[src/rtl/lsu_pkg.sv]
// Shared definitions for the load/store unit: access-size and fault
// encodings, FSM state encoding, default memory map and load extension.
package lsu_pkg;

    // Default memory map (byte addresses, all bases 4-byte aligned)
    localparam logic [31:0] LSU_ROM_BASE    = 32'h0000_0000;
    localparam logic [31:0] LSU_ROM_SIZE    = 32'h0002_0000;
    localparam logic [31:0] LSU_SRAM_BASE   = 32'h0002_0000;
    localparam logic [31:0] LSU_SRAM_SIZE   = 32'h0001_0000;
    localparam logic [31:0] LSU_PERIPH_BASE = 32'h0003_0000;
    localparam logic [31:0] LSU_PERIPH_SIZE = 32'h0001_0000;

    typedef enum logic [1:0] {
        SIZE_BYTE    = 2'b00,
        SIZE_HALF    = 2'b01,
        SIZE_WORD    = 2'b10,
        SIZE_ILLEGAL = 2'b11
    } lsu_size_e;

    typedef enum logic [1:0] {
        FAULT_NONE      = 2'b00,
        FAULT_ALIGN     = 2'b01,
        FAULT_UNMAPPED  = 2'b10,
        FAULT_ROM_WRITE = 2'b11
    } lsu_fault_e;

    typedef enum logic [1:0] {
        ST_IDLE  = 2'b00,
        ST_READ  = 2'b01,
        ST_WRITE = 2'b10,
        ST_RESP  = 2'b11
    } lsu_state_e;

    // Right-justify a loaded byte/halfword and fill the upper bits with
    // zeros or copies of its top bit; words pass through untouched.
    function automatic logic [31:0] lsu_extend(input logic [31:0] word,
                                               input logic [1:0]  size,
                                               input logic        sgn);
        logic [31:0] res;
        res = word;
        case (size)
            SIZE_BYTE: res = {{24{sgn & word[7]}},  word[7:0]};
            SIZE_HALF: res = {{16{sgn & word[15]}}, word[15:0]};
            default:   res = word;
        endcase
        return res;
    endfunction

endpackage

[src/rtl/lsu_if.sv]
// Request/response handshake plus memory bus of the load/store unit.
// master = execute stage and memory model side, slave = the unit itself.
interface lsu_if;
    // request from execute stage
    logic        req_valid;
    logic        req_ready;
    logic        req_write;
    logic [1:0]  req_size;
    logic        req_signed;
    logic [31:0] req_addr;
    logic [31:0] req_wdata;
    // response pulse
    logic        rsp_valid;
    logic [31:0] rsp_rdata;
    logic        rsp_fault;
    logic [1:0]  rsp_fault_code;
    // unified memory port
    logic        mem_w_en;
    logic [31:0] mem_addr;
    logic [31:0] mem_w_data;
    logic [31:0] mem_r_data;

    modport slave (
        input  req_valid, req_write, req_size, req_signed, req_addr, req_wdata,
        input  mem_r_data,
        output req_ready, rsp_valid, rsp_rdata, rsp_fault, rsp_fault_code,
        output mem_w_en, mem_addr, mem_w_data
    );

    modport master (
        output req_valid, req_write, req_size, req_signed, req_addr, req_wdata,
        output mem_r_data,
        input  req_ready, rsp_valid, rsp_rdata, rsp_fault, rsp_fault_code,
        input  mem_w_en, mem_addr, mem_w_data
    );
endinterface

[src/rtl/lsu_addr_check.sv]
// Combinational alignment and memory-map check. Kept free of any state
// so an instruction-fetch unit can reuse it as-is.
module lsu_addr_check
    import lsu_pkg::*;
#(
    parameter logic [31:0] ROM_BASE    = LSU_ROM_BASE,
    parameter logic [31:0] ROM_SIZE    = LSU_ROM_SIZE,
    parameter logic [31:0] SRAM_BASE   = LSU_SRAM_BASE,
    parameter logic [31:0] SRAM_SIZE   = LSU_SRAM_SIZE,
    parameter logic [31:0] PERIPH_BASE = LSU_PERIPH_BASE,
    parameter logic [31:0] PERIPH_SIZE = LSU_PERIPH_SIZE
) (
    input  logic [31:0] addr,
    input  logic [1:0]  size,
    input  logic        write,
    output logic        fault,
    output logic [1:0]  fault_code
);

    logic misaligned;
    logic in_rom;
    logic in_sram;
    logic in_periph;
    logic [31:0] rom_off;
    logic [31:0] sram_off;
    logic [31:0] periph_off;

    // Offsets wrap modulo 2^32, so an address below a base becomes huge and
    // fails the unsigned size compare; no special case for the top of memory.
    assign rom_off    = addr - ROM_BASE;
    assign sram_off   = addr - SRAM_BASE;
    assign periph_off = addr - PERIPH_BASE;
    assign in_rom     = rom_off    < ROM_SIZE;
    assign in_sram    = sram_off   < SRAM_SIZE;
    assign in_periph  = periph_off < PERIPH_SIZE;

    // Classify the access with size/alignment taking priority over the map
    always_comb begin
        misaligned = 1'b0;
        case (size)
            SIZE_HALF:    misaligned = addr[0];
            SIZE_WORD:    misaligned = (addr[1:0] != 2'b00);
            SIZE_ILLEGAL: misaligned = 1'b1;
            default:      misaligned = 1'b0;
        endcase

        fault      = 1'b1;
        fault_code = FAULT_NONE;
        if (misaligned) begin
            fault_code = FAULT_ALIGN;
        end else if (!(in_rom || in_sram || in_periph)) begin
            fault_code = FAULT_UNMAPPED;
        end else if (write && in_rom) begin
            fault_code = FAULT_ROM_WRITE;
        end else begin
            fault = 1'b0;
        end
    end

endmodule

[src/rtl/load_store_unit.sv]
// Load/store unit: one request at a time, alignment/map check on accept,
// sign/zero-extended loads, read-modify-write for sub-word stores, and a
// single-cycle response pulse. All bus outputs are registered.
module load_store_unit
    import lsu_pkg::*;
#(
    parameter logic [31:0] ROM_BASE    = LSU_ROM_BASE,
    parameter logic [31:0] ROM_SIZE    = LSU_ROM_SIZE,
    parameter logic [31:0] SRAM_BASE   = LSU_SRAM_BASE,
    parameter logic [31:0] SRAM_SIZE   = LSU_SRAM_SIZE,
    parameter logic [31:0] PERIPH_BASE = LSU_PERIPH_BASE,
    parameter logic [31:0] PERIPH_SIZE = LSU_PERIPH_SIZE
) (
    input  logic  clk,
    input  logic  rst,
    lsu_if.slave  bus
);

    lsu_state_e  state_reg;
    logic        write_reg;
    logic [1:0]  size_reg;
    logic        signed_reg;
    logic [31:0] wdata_reg;

    logic        req_ready_reg;
    logic        rsp_valid_reg;
    logic [31:0] rsp_rdata_reg;
    logic        rsp_fault_reg;
    logic [1:0]  rsp_fault_code_reg;
    logic        mem_w_en_reg;
    logic [31:0] mem_addr_reg;
    logic [31:0] mem_w_data_reg;

    logic        chk_fault;
    logic [1:0]  chk_code;
    logic [3:0]  lane_en;
    logic [31:0] merged_word;
    logic [31:0] load_data;

    lsu_addr_check #(
        .ROM_BASE    (ROM_BASE),
        .ROM_SIZE    (ROM_SIZE),
        .SRAM_BASE   (SRAM_BASE),
        .SRAM_SIZE   (SRAM_SIZE),
        .PERIPH_BASE (PERIPH_BASE),
        .PERIPH_SIZE (PERIPH_SIZE)
    ) u_addr_check (
        .addr       (bus.req_addr),
        .size       (bus.req_size),
        .write      (bus.req_write),
        .fault      (chk_fault),
        .fault_code (chk_code)
    );

    // Byte lanes taken from the store data; the remaining lanes keep the
    // word read back from memory so the full-word write is harmless.
    generate
        for (genvar gi = 0; gi < 4; gi++) begin : g_lane
            assign lane_en[gi] = (gi == 0)
                              || ((gi == 1) && (size_reg == SIZE_HALF))
                              || (size_reg == SIZE_WORD);
            assign merged_word[gi*8 +: 8] = lane_en[gi] ? wdata_reg[gi*8 +: 8]
                                                        : bus.mem_r_data[gi*8 +: 8];
        end
    endgenerate

    assign load_data = lsu_extend(bus.mem_r_data, size_reg, signed_reg);

    // Control FSM; every output register is loaded on the edge that enters
    // the state it belongs to, so outputs never glitch combinationally.
    always_ff @(posedge clk or posedge rst) begin
        if (rst) begin
            state_reg          <= ST_IDLE;
            write_reg          <= 1'b0;
            size_reg           <= 2'b00;
            signed_reg         <= 1'b0;
            wdata_reg          <= 32'h0;
            req_ready_reg      <= 1'b1;
            rsp_valid_reg      <= 1'b0;
            rsp_rdata_reg      <= 32'h0;
            rsp_fault_reg      <= 1'b0;
            rsp_fault_code_reg <= FAULT_NONE;
            mem_w_en_reg       <= 1'b0;
            mem_addr_reg       <= 32'h0;
            mem_w_data_reg     <= 32'h0;
        end else begin
            rsp_valid_reg <= 1'b0;
            case (state_reg)
                ST_IDLE: begin
                    if (bus.req_valid && req_ready_reg) begin
                        write_reg     <= bus.req_write;
                        size_reg      <= bus.req_size;
                        signed_reg    <= bus.req_signed;
                        wdata_reg     <= bus.req_wdata;
                        req_ready_reg <= 1'b0;
                        if (chk_fault) begin
                            state_reg          <= ST_RESP;
                            rsp_valid_reg      <= 1'b1;
                            rsp_rdata_reg      <= 32'h0;
                            rsp_fault_reg      <= 1'b1;
                            rsp_fault_code_reg <= chk_code;
                        end else if (bus.req_write && (bus.req_size == SIZE_WORD)) begin
                            state_reg      <= ST_WRITE;
                            mem_w_en_reg   <= 1'b1;
                            mem_addr_reg   <= bus.req_addr;
                            mem_w_data_reg <= bus.req_wdata;
                        end else begin
                            // loads and sub-word stores both read first
                            state_reg    <= ST_READ;
                            mem_addr_reg <= bus.req_addr;
                        end
                    end
                end
                ST_READ: begin
                    if (write_reg) begin
                        state_reg      <= ST_WRITE;
                        mem_w_en_reg   <= 1'b1;
                        mem_w_data_reg <= merged_word;
                    end else begin
                        state_reg          <= ST_RESP;
                        mem_addr_reg       <= 32'h0;
                        rsp_valid_reg      <= 1'b1;
                        rsp_rdata_reg      <= load_data;
                        rsp_fault_reg      <= 1'b0;
                        rsp_fault_code_reg <= FAULT_NONE;
                    end
                end
                ST_WRITE: begin
                    state_reg          <= ST_RESP;
                    mem_w_en_reg       <= 1'b0;
                    mem_addr_reg       <= 32'h0;
                    mem_w_data_reg     <= 32'h0;
                    rsp_valid_reg      <= 1'b1;
                    rsp_rdata_reg      <= 32'h0;
                    rsp_fault_reg      <= 1'b0;
                    rsp_fault_code_reg <= FAULT_NONE;
                end
                default: begin
                    state_reg     <= ST_IDLE;
                    req_ready_reg <= 1'b1;
                end
            endcase
        end
    end

    assign bus.req_ready      = req_ready_reg;
    assign bus.rsp_valid      = rsp_valid_reg;
    assign bus.rsp_rdata      = rsp_rdata_reg;
    assign bus.rsp_fault      = rsp_fault_reg;
    assign bus.rsp_fault_code = rsp_fault_code_reg;
    assign bus.mem_w_en       = mem_w_en_reg;
    assign bus.mem_addr       = mem_addr_reg;
    assign bus.mem_w_data     = mem_w_data_reg;

endmodule

[src/flat_wrapper.sv]
// flat-port wrapper written by rule: the top's interface ports become plain ports
module load_store_unit_flat import lsu_pkg::*;
#(
    parameter logic [31:0] ROM_BASE    = LSU_ROM_BASE,
    parameter logic [31:0] ROM_SIZE    = LSU_ROM_SIZE,
    parameter logic [31:0] SRAM_BASE   = LSU_SRAM_BASE,
    parameter logic [31:0] SRAM_SIZE   = LSU_SRAM_SIZE,
    parameter logic [31:0] PERIPH_BASE = LSU_PERIPH_BASE,
    parameter logic [31:0] PERIPH_SIZE = LSU_PERIPH_SIZE
)
  (clk, rst, bus_req_valid, bus_req_write, bus_req_size, bus_req_signed, bus_req_addr, bus_req_wdata, bus_mem_r_data, bus_req_ready, bus_rsp_valid, bus_rsp_rdata, bus_rsp_fault, bus_rsp_fault_code, bus_mem_w_en, bus_mem_addr, bus_mem_w_data);
  lsu_if bus_i ();
  input  logic clk;
  input  logic rst;
  input wire logic [$bits(bus_i.req_valid)-1:0] bus_req_valid;
  input wire logic [$bits(bus_i.req_write)-1:0] bus_req_write;
  input wire logic [$bits(bus_i.req_size)-1:0] bus_req_size;
  input wire logic [$bits(bus_i.req_signed)-1:0] bus_req_signed;
  input wire logic [$bits(bus_i.req_addr)-1:0] bus_req_addr;
  input wire logic [$bits(bus_i.req_wdata)-1:0] bus_req_wdata;
  input wire logic [$bits(bus_i.mem_r_data)-1:0] bus_mem_r_data;
  output wire logic [$bits(bus_i.req_ready)-1:0] bus_req_ready;
  output wire logic [$bits(bus_i.rsp_valid)-1:0] bus_rsp_valid;
  output wire logic [$bits(bus_i.rsp_rdata)-1:0] bus_rsp_rdata;
  output wire logic [$bits(bus_i.rsp_fault)-1:0] bus_rsp_fault;
  output wire logic [$bits(bus_i.rsp_fault_code)-1:0] bus_rsp_fault_code;
  output wire logic [$bits(bus_i.mem_w_en)-1:0] bus_mem_w_en;
  output wire logic [$bits(bus_i.mem_addr)-1:0] bus_mem_addr;
  output wire logic [$bits(bus_i.mem_w_data)-1:0] bus_mem_w_data;
  assign bus_i.req_valid = bus_req_valid;
  assign bus_i.req_write = bus_req_write;
  assign bus_i.req_size = bus_req_size;
  assign bus_i.req_signed = bus_req_signed;
  assign bus_i.req_addr = bus_req_addr;
  assign bus_i.req_wdata = bus_req_wdata;
  assign bus_i.mem_r_data = bus_mem_r_data;
  assign bus_req_ready = bus_i.req_ready;
  assign bus_rsp_valid = bus_i.rsp_valid;
  assign bus_rsp_rdata = bus_i.rsp_rdata;
  assign bus_rsp_fault = bus_i.rsp_fault;
  assign bus_rsp_fault_code = bus_i.rsp_fault_code;
  assign bus_mem_w_en = bus_i.mem_w_en;
  assign bus_mem_addr = bus_i.mem_addr;
  assign bus_mem_w_data = bus_i.mem_w_data;
  load_store_unit #(.ROM_BASE(ROM_BASE), .ROM_SIZE(ROM_SIZE), .SRAM_BASE(SRAM_BASE), .SRAM_SIZE(SRAM_SIZE), .PERIPH_BASE(PERIPH_BASE), .PERIPH_SIZE(PERIPH_SIZE)) u_core (.clk(clk), .rst(rst), .bus(bus_i));
endmodule
[config.mk]
export PLATFORM = sky130hd
export DESIGN_NAME = load_store_unit_flat
export DESIGN_NICKNAME = d
export VERILOG_FILES = /design/src/rtl/lsu_pkg.sv /design/src/rtl/lsu_if.sv /design/src/rtl/lsu_addr_check.sv /design/src/rtl/load_store_unit.sv /design/src/flat_wrapper.sv
export SDC_FILE = /design/constraint.sdc
export NUM_CORES = 1
export LEC_CHECK = 0
export CAP_MARGIN = 20
export CORE_MARGIN = 2
export CORE_UTILIZATION = 47
export DETAILED_ROUTE_END_ITERATION = 7
export HOLD_SLACK_MARGIN = 0.12
export PLACE_DENSITY = 0.76
export SLEW_MARGIN = 20
export SYNTH_ARGS = -nofsm -noshare
export SYNTH_HDL_FRONTEND = slang
export SYNTH_SLANG_ARGS = --single-unit
[constraint.sdc]
create_clock -name clk -period 5.3 [get_ports clk]
set_input_delay 0.53 -clock clk [delete_from_list [all_inputs] [get_ports clk]]
set_output_delay 0.53 -clock clk [all_outputs]
set_load 0.005 [all_outputs]
---- Word-level counts from Yosys, hierarchy flattened ----
Cells that the tools add are included.
cells by class
  add/subtract/negate cells ............... 2
  magnitude comparators ................... 3
  equality and inequality tests ........... 13
  multiplexer cells ....................... 48
  bitwise operators ....................... 3
  reduce and logical (&&, ||, !) cells .... 16
operator list
  cell                                                                     number
  32-bit 2-to-1 mux                                                        10
  32-bit one-hot mux with 3 select lines                                   3
  32-bit by 17-bit < comparator with 1-bit output (second input constant)  2
  32-bit one-hot mux with 2 select lines                                   1
  32-bit by 18-bit subtractor with 32-bit output (second input constant)   2
  32-bit by 18-bit < comparator with 1-bit output (second input constant)  1
  8-bit 2-to-1 mux                                                         3
  2-bit 2-to-1 mux                                                         9
  1-bit 2-to-1 mux                                                         15
  1-bit one-hot mux with 3 select lines                                    4
  2-bit one-hot mux with 3 select lines                                    2
  2-bit == test (second input constant)                                    4
  2-bit by 1-bit != test with 1-bit output (second input constant)         4
  4-bit AND reduction                                                      2
  2-bit by 1-bit == test with 1-bit output (second input constant)         3
  5-bit AND reduction                                                      1
  2-bit logical NOT                                                        2
  2-bit != test (second input constant)                                    2
  2-bit AND reduction                                                      2
  1-bit logical AND                                                        3
  1-bit logical OR                                                         3
  3-bit nonzero test                                                       1
  1-bit AND                                                                2
  1-bit one-hot mux with 2 select lines                                    1
  other kinds (3)                                                          3
word-level totals
  bits in registers ....................... 140
  input bits .............................. 103
  output and inout bits ................... 102
  word-level logic and storage cells ...... 98

---- Longest topological paths before layout ----
  word-level depth ........................ 9
  depth in mapped cells ................... 11

---- Cells and area by module ----
A second synthesis with hierarchy kept.
unflattened totals
  cells, all modules ...................... 623
  area, all modules ....................... 7090.6 um^2
modules (own cells, without submodules)
  module           times used  cells each  area an instance (um^2)  seq. area each (um^2)
  load_store_unit  1           564         6676.4                   3504.6
  lsu_addr_check   1           59          414.1                    0.0

---- Worst setup path after synthesis ----
Ideal clock, no wire load.
  kind .................................... in2reg
  start ................................... input port bus_req_addr[18]
  end ..................................... register u_core.mem_addr_reg[10] (netlist: u_core.bus.mem_addr[10])
  data arrival time ....................... 2.912 ns
  data required time ...................... 5.175 ns
  setup slack ............................. 2.263 ns
  stages on the path ...................... 10
  cell sequence ........................... inv_1 -> ha_1 -> a2111oi_0 -> nand4_1 -> xnor2_1 -> o2111a_2 -> o31a_4 -> o21ai_2 -> buf_2 -> mux2_2
between the ends
  longest elaborated chain between the ends .. 8
  elaborated cells between the ends (all ways) .. 13
  those cells by class .................... 2 x add/sub; 3 x order compare; 1 x eq/ne; 3 x mux; 4 x reduce/logical
RTL lines
  element                                          line                    text
  start, declared                                  flat_wrapper.sv:19      input wire logic [$bits(bus_i.req_addr)-1:0] bus_req_addr;
  32-bit by 18-bit subtractor with 32-bit output   lsu_addr_check.sv:31    assign sram_off = addr - SRAM_BASE;
  32-bit by 17-bit < comparator with 1-bit output  lsu_addr_check.sv:34    assign in_sram = sram_off < SRAM_SIZE;
  1-bit logical OR (2 in series)                   lsu_addr_check.sv:51    end else if (!(in_rom || in_sram || in_periph)) begin
  1-bit 2-to-1 mux *                               lsu_addr_check.sv:51
  1-bit 2-to-1 mux *                               lsu_addr_check.sv:49    if (misaligned) begin
  2-bit != test (no source line) *                 --
  4-bit AND reduction (no source line) *           --
  end signal, assigned                             load_store_unit.sv:105  mem_addr_reg <= bus.req_addr;
  end signal, assigned                             load_store_unit.sv:110  mem_addr_reg <= bus.req_addr;
  end, declared                                    load_store_unit.sv:31   logic [31:0] mem_addr_reg;
Mark *: on every way between the ends. The rest lies on a longest branch, timed or not.
A chain may end at the register's enable or synchronous reset.

---- Final worst setup path ----
  start ................................... input port bus_req_addr[18]
  end ..................................... register u_core.mem_w_data_reg[17] (netlist: u_core.bus.mem_w_data[17])
between the ends
  longest elaborated chain between the ends .. 8
  elaborated cells between the ends (all ways) .. 13
  those cells by class .................... 2 x add/sub; 3 x order compare; 1 x eq/ne; 3 x mux; 4 x reduce/logical
RTL lines
  element                                          line                    text
  32-bit by 18-bit subtractor with 32-bit output   lsu_addr_check.sv:31
  32-bit by 17-bit < comparator with 1-bit output  lsu_addr_check.sv:34
  1-bit logical OR (2 in series)                   lsu_addr_check.sv:51
  1-bit 2-to-1 mux *                               lsu_addr_check.sv:51
  1-bit 2-to-1 mux *                               lsu_addr_check.sv:49
  2-bit != test (no source line) *                 --
  5-bit AND reduction (no source line) *           --
  end signal, assigned                             load_store_unit.sv:106  mem_w_data_reg <= bus.req_wdata;
  end signal, assigned                             load_store_unit.sv:118  mem_w_data_reg <= merged_word;
  end, declared                                    load_store_unit.sv:32   logic [31:0] mem_w_data_reg;
Marks and branches as above.

==> results.py <==
metrics = {
    "outcome": {
        "status": "finished, final reports clean",
    },
    "grt": {
        "grt_usage": 0.238,
        "top_usage_layer": "met2",
        "pin_count_of_the_biggest_net_entering_global_routing": 96,
        "antenna_found_initial": 0,
        "first_global_vias": 5684,
        "grt_pass1_wl_um": 28300,
        "grt_util_met3": 0.0687,
        "grt-ovfl-total": 0,
        "global_route.usage.met2": 0.396,
        "met1_usage": 0.297,
    },
    "yosys": {
        "syn_area_per_cell_um2": 10.7,
        "synth_fp_nets": 743,
        "synth_area_leaders": "sky130_fd_sc_hd__dfrtp_1 51%, sky130_fd_sc_hd__mux2_2 9.3%, sky130_fd_sc_hd__mux2i_1 7.4%",
        "netlist_area_mm2": 0.00677,
        "synthFlopType": "sky130_fd_sc_hd__dfrtp_1",
        "yosys.cell_types.count": 54,
        "post-synth-top-count-cell": "sky130_fd_sc_hd__dfrtp_1",
        "ys_seq_area_frac": 0.518,
        "synth_area_leader_cell": "sky130_fd_sc_hd__dfrtp_1",
        "ys_async_sr_fraction": 1.00,
        "ranking_of_synthesized_cells_by_instance_count": "139 x sky130_fd_sc_hd__dfrtp_1, 71 x sky130_fd_sc_hd__inv_1, 61 x sky130_fd_sc_hd__nand2_1",
        "synthesis.instances": 630,
        "yosysWarningCount": 0,
        "synth-edff-count": 0,
        "post-synth-top-area-fraction": 0.514,
        "synth-seq-cells": 140,
    },
    "drt": {
        "dr.first_iter.drc_count": 343,
        "detail-route-antenna-nets": 0,
        "vias_per_cell": 5.34,
        "drt-wirelength-per-cell_um": 17.4,
        "route.detailed.drc": 0,
        "detail_route.first_pass.iterations": 5,
        "postRouteWirelength_um": 17700,
        "vias": 5424,
    },
    "timing": {
        "maxSlewHeadroom": 0.318,
        "setup-violations-final": 0,
        "final-max-slew-violation-count": 0,
        "tightestPinTransition_ps": 1020,
        "final.period_utilization": 0.778,
        "clk_skew_ps": 13.0,
        "finalSetupTns_ps": 0,
        "fin_crit_ps": 4130,
        "final.hold.worst_slack_ps": 481,
        "achievable-frequency_mhz": 242,
        "grt_setup_unrepaired": "no",
        "hold_viol": 0,
    },
    "critical_path": {
        "crit_path_start_kind": "input port",
        "critical_path_buf_inv_count": 3,
        "crit_path_max_incr_delay_ps": 650,
        "timing.setup.critical_path_class": "input port to flip-flop",
        "arrival_time_reported_for_the_critical_path_endpoint_ps": 4410,
        "worst_path_dominant_cell_family": "compound AO/OA/AOI/OAI gates",
        "critical-path-slowest-cell": "sky130_fd_sc_hd__o21ai_4",
        "data_required_time_at_the_worst_endpoint_ps": 5590,
        "worst-path-max-fanout": 22,
        "crit_path_end_kind": "flip-flop",
        "worstPathCellList": "clkdlybuf4s50_1 -> inv_1 -> ha_1 -> a2111oi_0 -> nand4_1 -> xnor2_1 -> o2111a_2 -> o31a_1 -> o21ai_4 -> buf_4 -> mux2_2",
    },
    "clocking": {
        "cts_tree": "yes",
        "clk_root_buffer_cell": "sky130_fd_sc_hd__clkbuf_16",
        "clk_pin_slew_ps": 50,
        "number_of_post_cts_setup_repair_buffers": 0,
        "clock_tree.buffer_depth": 2,
        "cts_max_level": 4,
        "post_cts.resized_instances": 0,
        "number_of_clock_buffers_inserted_by_tritoncts": 17,
        "worstSkewPairLatency_ps": 420,
        "cts_hold_buffers": 0,
        "clkSinkCount": 140,
    },
    "die": {
        "io_pins": 205,
        "core-area_mm2": 0.0140,
        "core.rowCount": 43,
        "fp.dieArea_mm2": 0.0154,
        "initial_utilization": 0.484,
        "die_w_um": 124,
        "die_h_um": 124,
    },
    "finish": {
        "areaGrowthSynthToFinish_pct": 41.0,
        "final-seq-area_mm2": 0.00350,
        "drive_above_1_share": 0.126,
        "finalNetCount": 935,
        "area_used_by_multi_input_combinational_logic_mm2": 0.00284,
        "diodes": 0,
        "layout.cells.non_filler": 1015,
        "fill_cells": 1021,
    },
    "power_and_ir_drop": {
        "p_per_area_mw_per_mm2": 628,
        "ir_drop_v": 0.000348,
        "logic_gate_share_of_total_power": 0.496,
        "total_leakage_power_nw": 4.32,
        "internal_power_mw": 3.92,
        "share_clk_of_total_power": 0.197,
        "power_switching_mw": 2.07,
        "power.switching_fraction": 0.345,
        "power_frac_seq": 0.307,
    },
    "run": {
        "max_cap_violations": 0,
    },
    "placement": {
        "dp.final_hpwl_um": 12500,
        "placedCellCount": 983,
        "buffer_ports.inserted": 204,
        "gp_routability_congestion": 0.898,
    },
    "worst_hold_path": {
        "worst_hold_path_class": "flip-flop to flip-flop",
    },
}
[worst reg2reg max path, delay by kind of cell (launching register included)]
family / cells / cell delay (ps)
DFF: 1 / 420
buffers and inverters: 1 / 90
adders and majority gates: 1 / 970
muxes: 1 / 200
and+or+nand+nor: 1 / 930
AOI/OAI and AO/OA: 1 / 420
[cell usage in the layout, fill, tap and decap left out, drive strengths merged, types with 15 or more instances in the layout]
cell,instances
clkdlybuf4s50,204
dfrtp,139
inv,71
o21ai,62
nand2,61
mux2,59
mux2i,50
clkbuf,26
o22ai,25
a22o,19
nor2b,15
[power by group through the flow]
stage               clock, mW  combinational (mW)  sequential, mW
floorplan                   0                1.76            1.83
global placement            0                2.89            1.83
detailed placement          0                2.97            1.85
CTS                      1.19                2.99            1.84
global route             1.25                3.24            1.90
finish                   1.18                2.97            1.84
[final cells by class]
cell class / count / share of cell area
Clock buffer: 26 / 0.0534
Clock inverter: 6 / 0.00866
Inverter: 71 / 0.0285
Multi-Input combinational cell: 381 / 0.298
Sequential cell: 140 / 0.367
Tap cell: 180 / 0.0236
Timing Repair Buffer: 211 / 0.221
[metrics by stage]
stage	setup slack, ps	total power [mW]	utilization	instance area, µm²
2_1_floorplan	1020	3.59	-	6770
3_3_place_gp	1030	4.71	0.640	8950
3_5_place_dp	806	4.82	0.640	8950
4_1_cts	1220	6.03	0.682	9540
5_1_grt	962	6.39	0.682	9540
6_report	1170	5.99	0.682	9540
[metal layers]
metal,part of all wire,wire [µm]
met5,0,0
met4,0.021,372
met3,0.063,1120
met2,0.50,8750
met1,0.42,7430
[final timing paths]
path | start | to | slack, ps | cells past startpoint
min in group asynchronous | rst | u_core.bus.rsp_rdata[21]$_DFFE_PP0P_ | 640 | 2
max | bus_req_addr[18] | u_core.bus.mem_w_data[17]$_DFFE_PP0P_ | 1170 | 11
max reg2reg | u_core.state_reg[1]$_DFFE_PP0N_ | u_core.bus.mem_w_data[23]$_DFFE_PP0P_ | 2200 | 5
max in group asynchronous | rst | u_core.bus.rsp_rdata[27]$_DFFE_PP0P_ | 3470 | 3
min reg2reg | u_core.wdata_reg[8]$_DFFE_PP0P_ | u_core.wdata_reg[8]$_DFFE_PP0P_ | 480 | 2
min | u_core.wdata_reg[8]$_DFFE_PP0P_ | u_core.wdata_reg[8]$_DFFE_PP0P_ | 480 | 2
[cell families after synthesis]
| family | synth area share |
|---|---|
| compound gates | 0.137 |
| mux | 0.174 |
| xor+xnor | 0.00647 |
| fa+ha+maj | 0.0185 |
| simple gates | 0.0806 |
| buf+inv | 0.0655 |
| flops | 0.518 |
No activity file was read; power rests on OpenSTA's default activity.
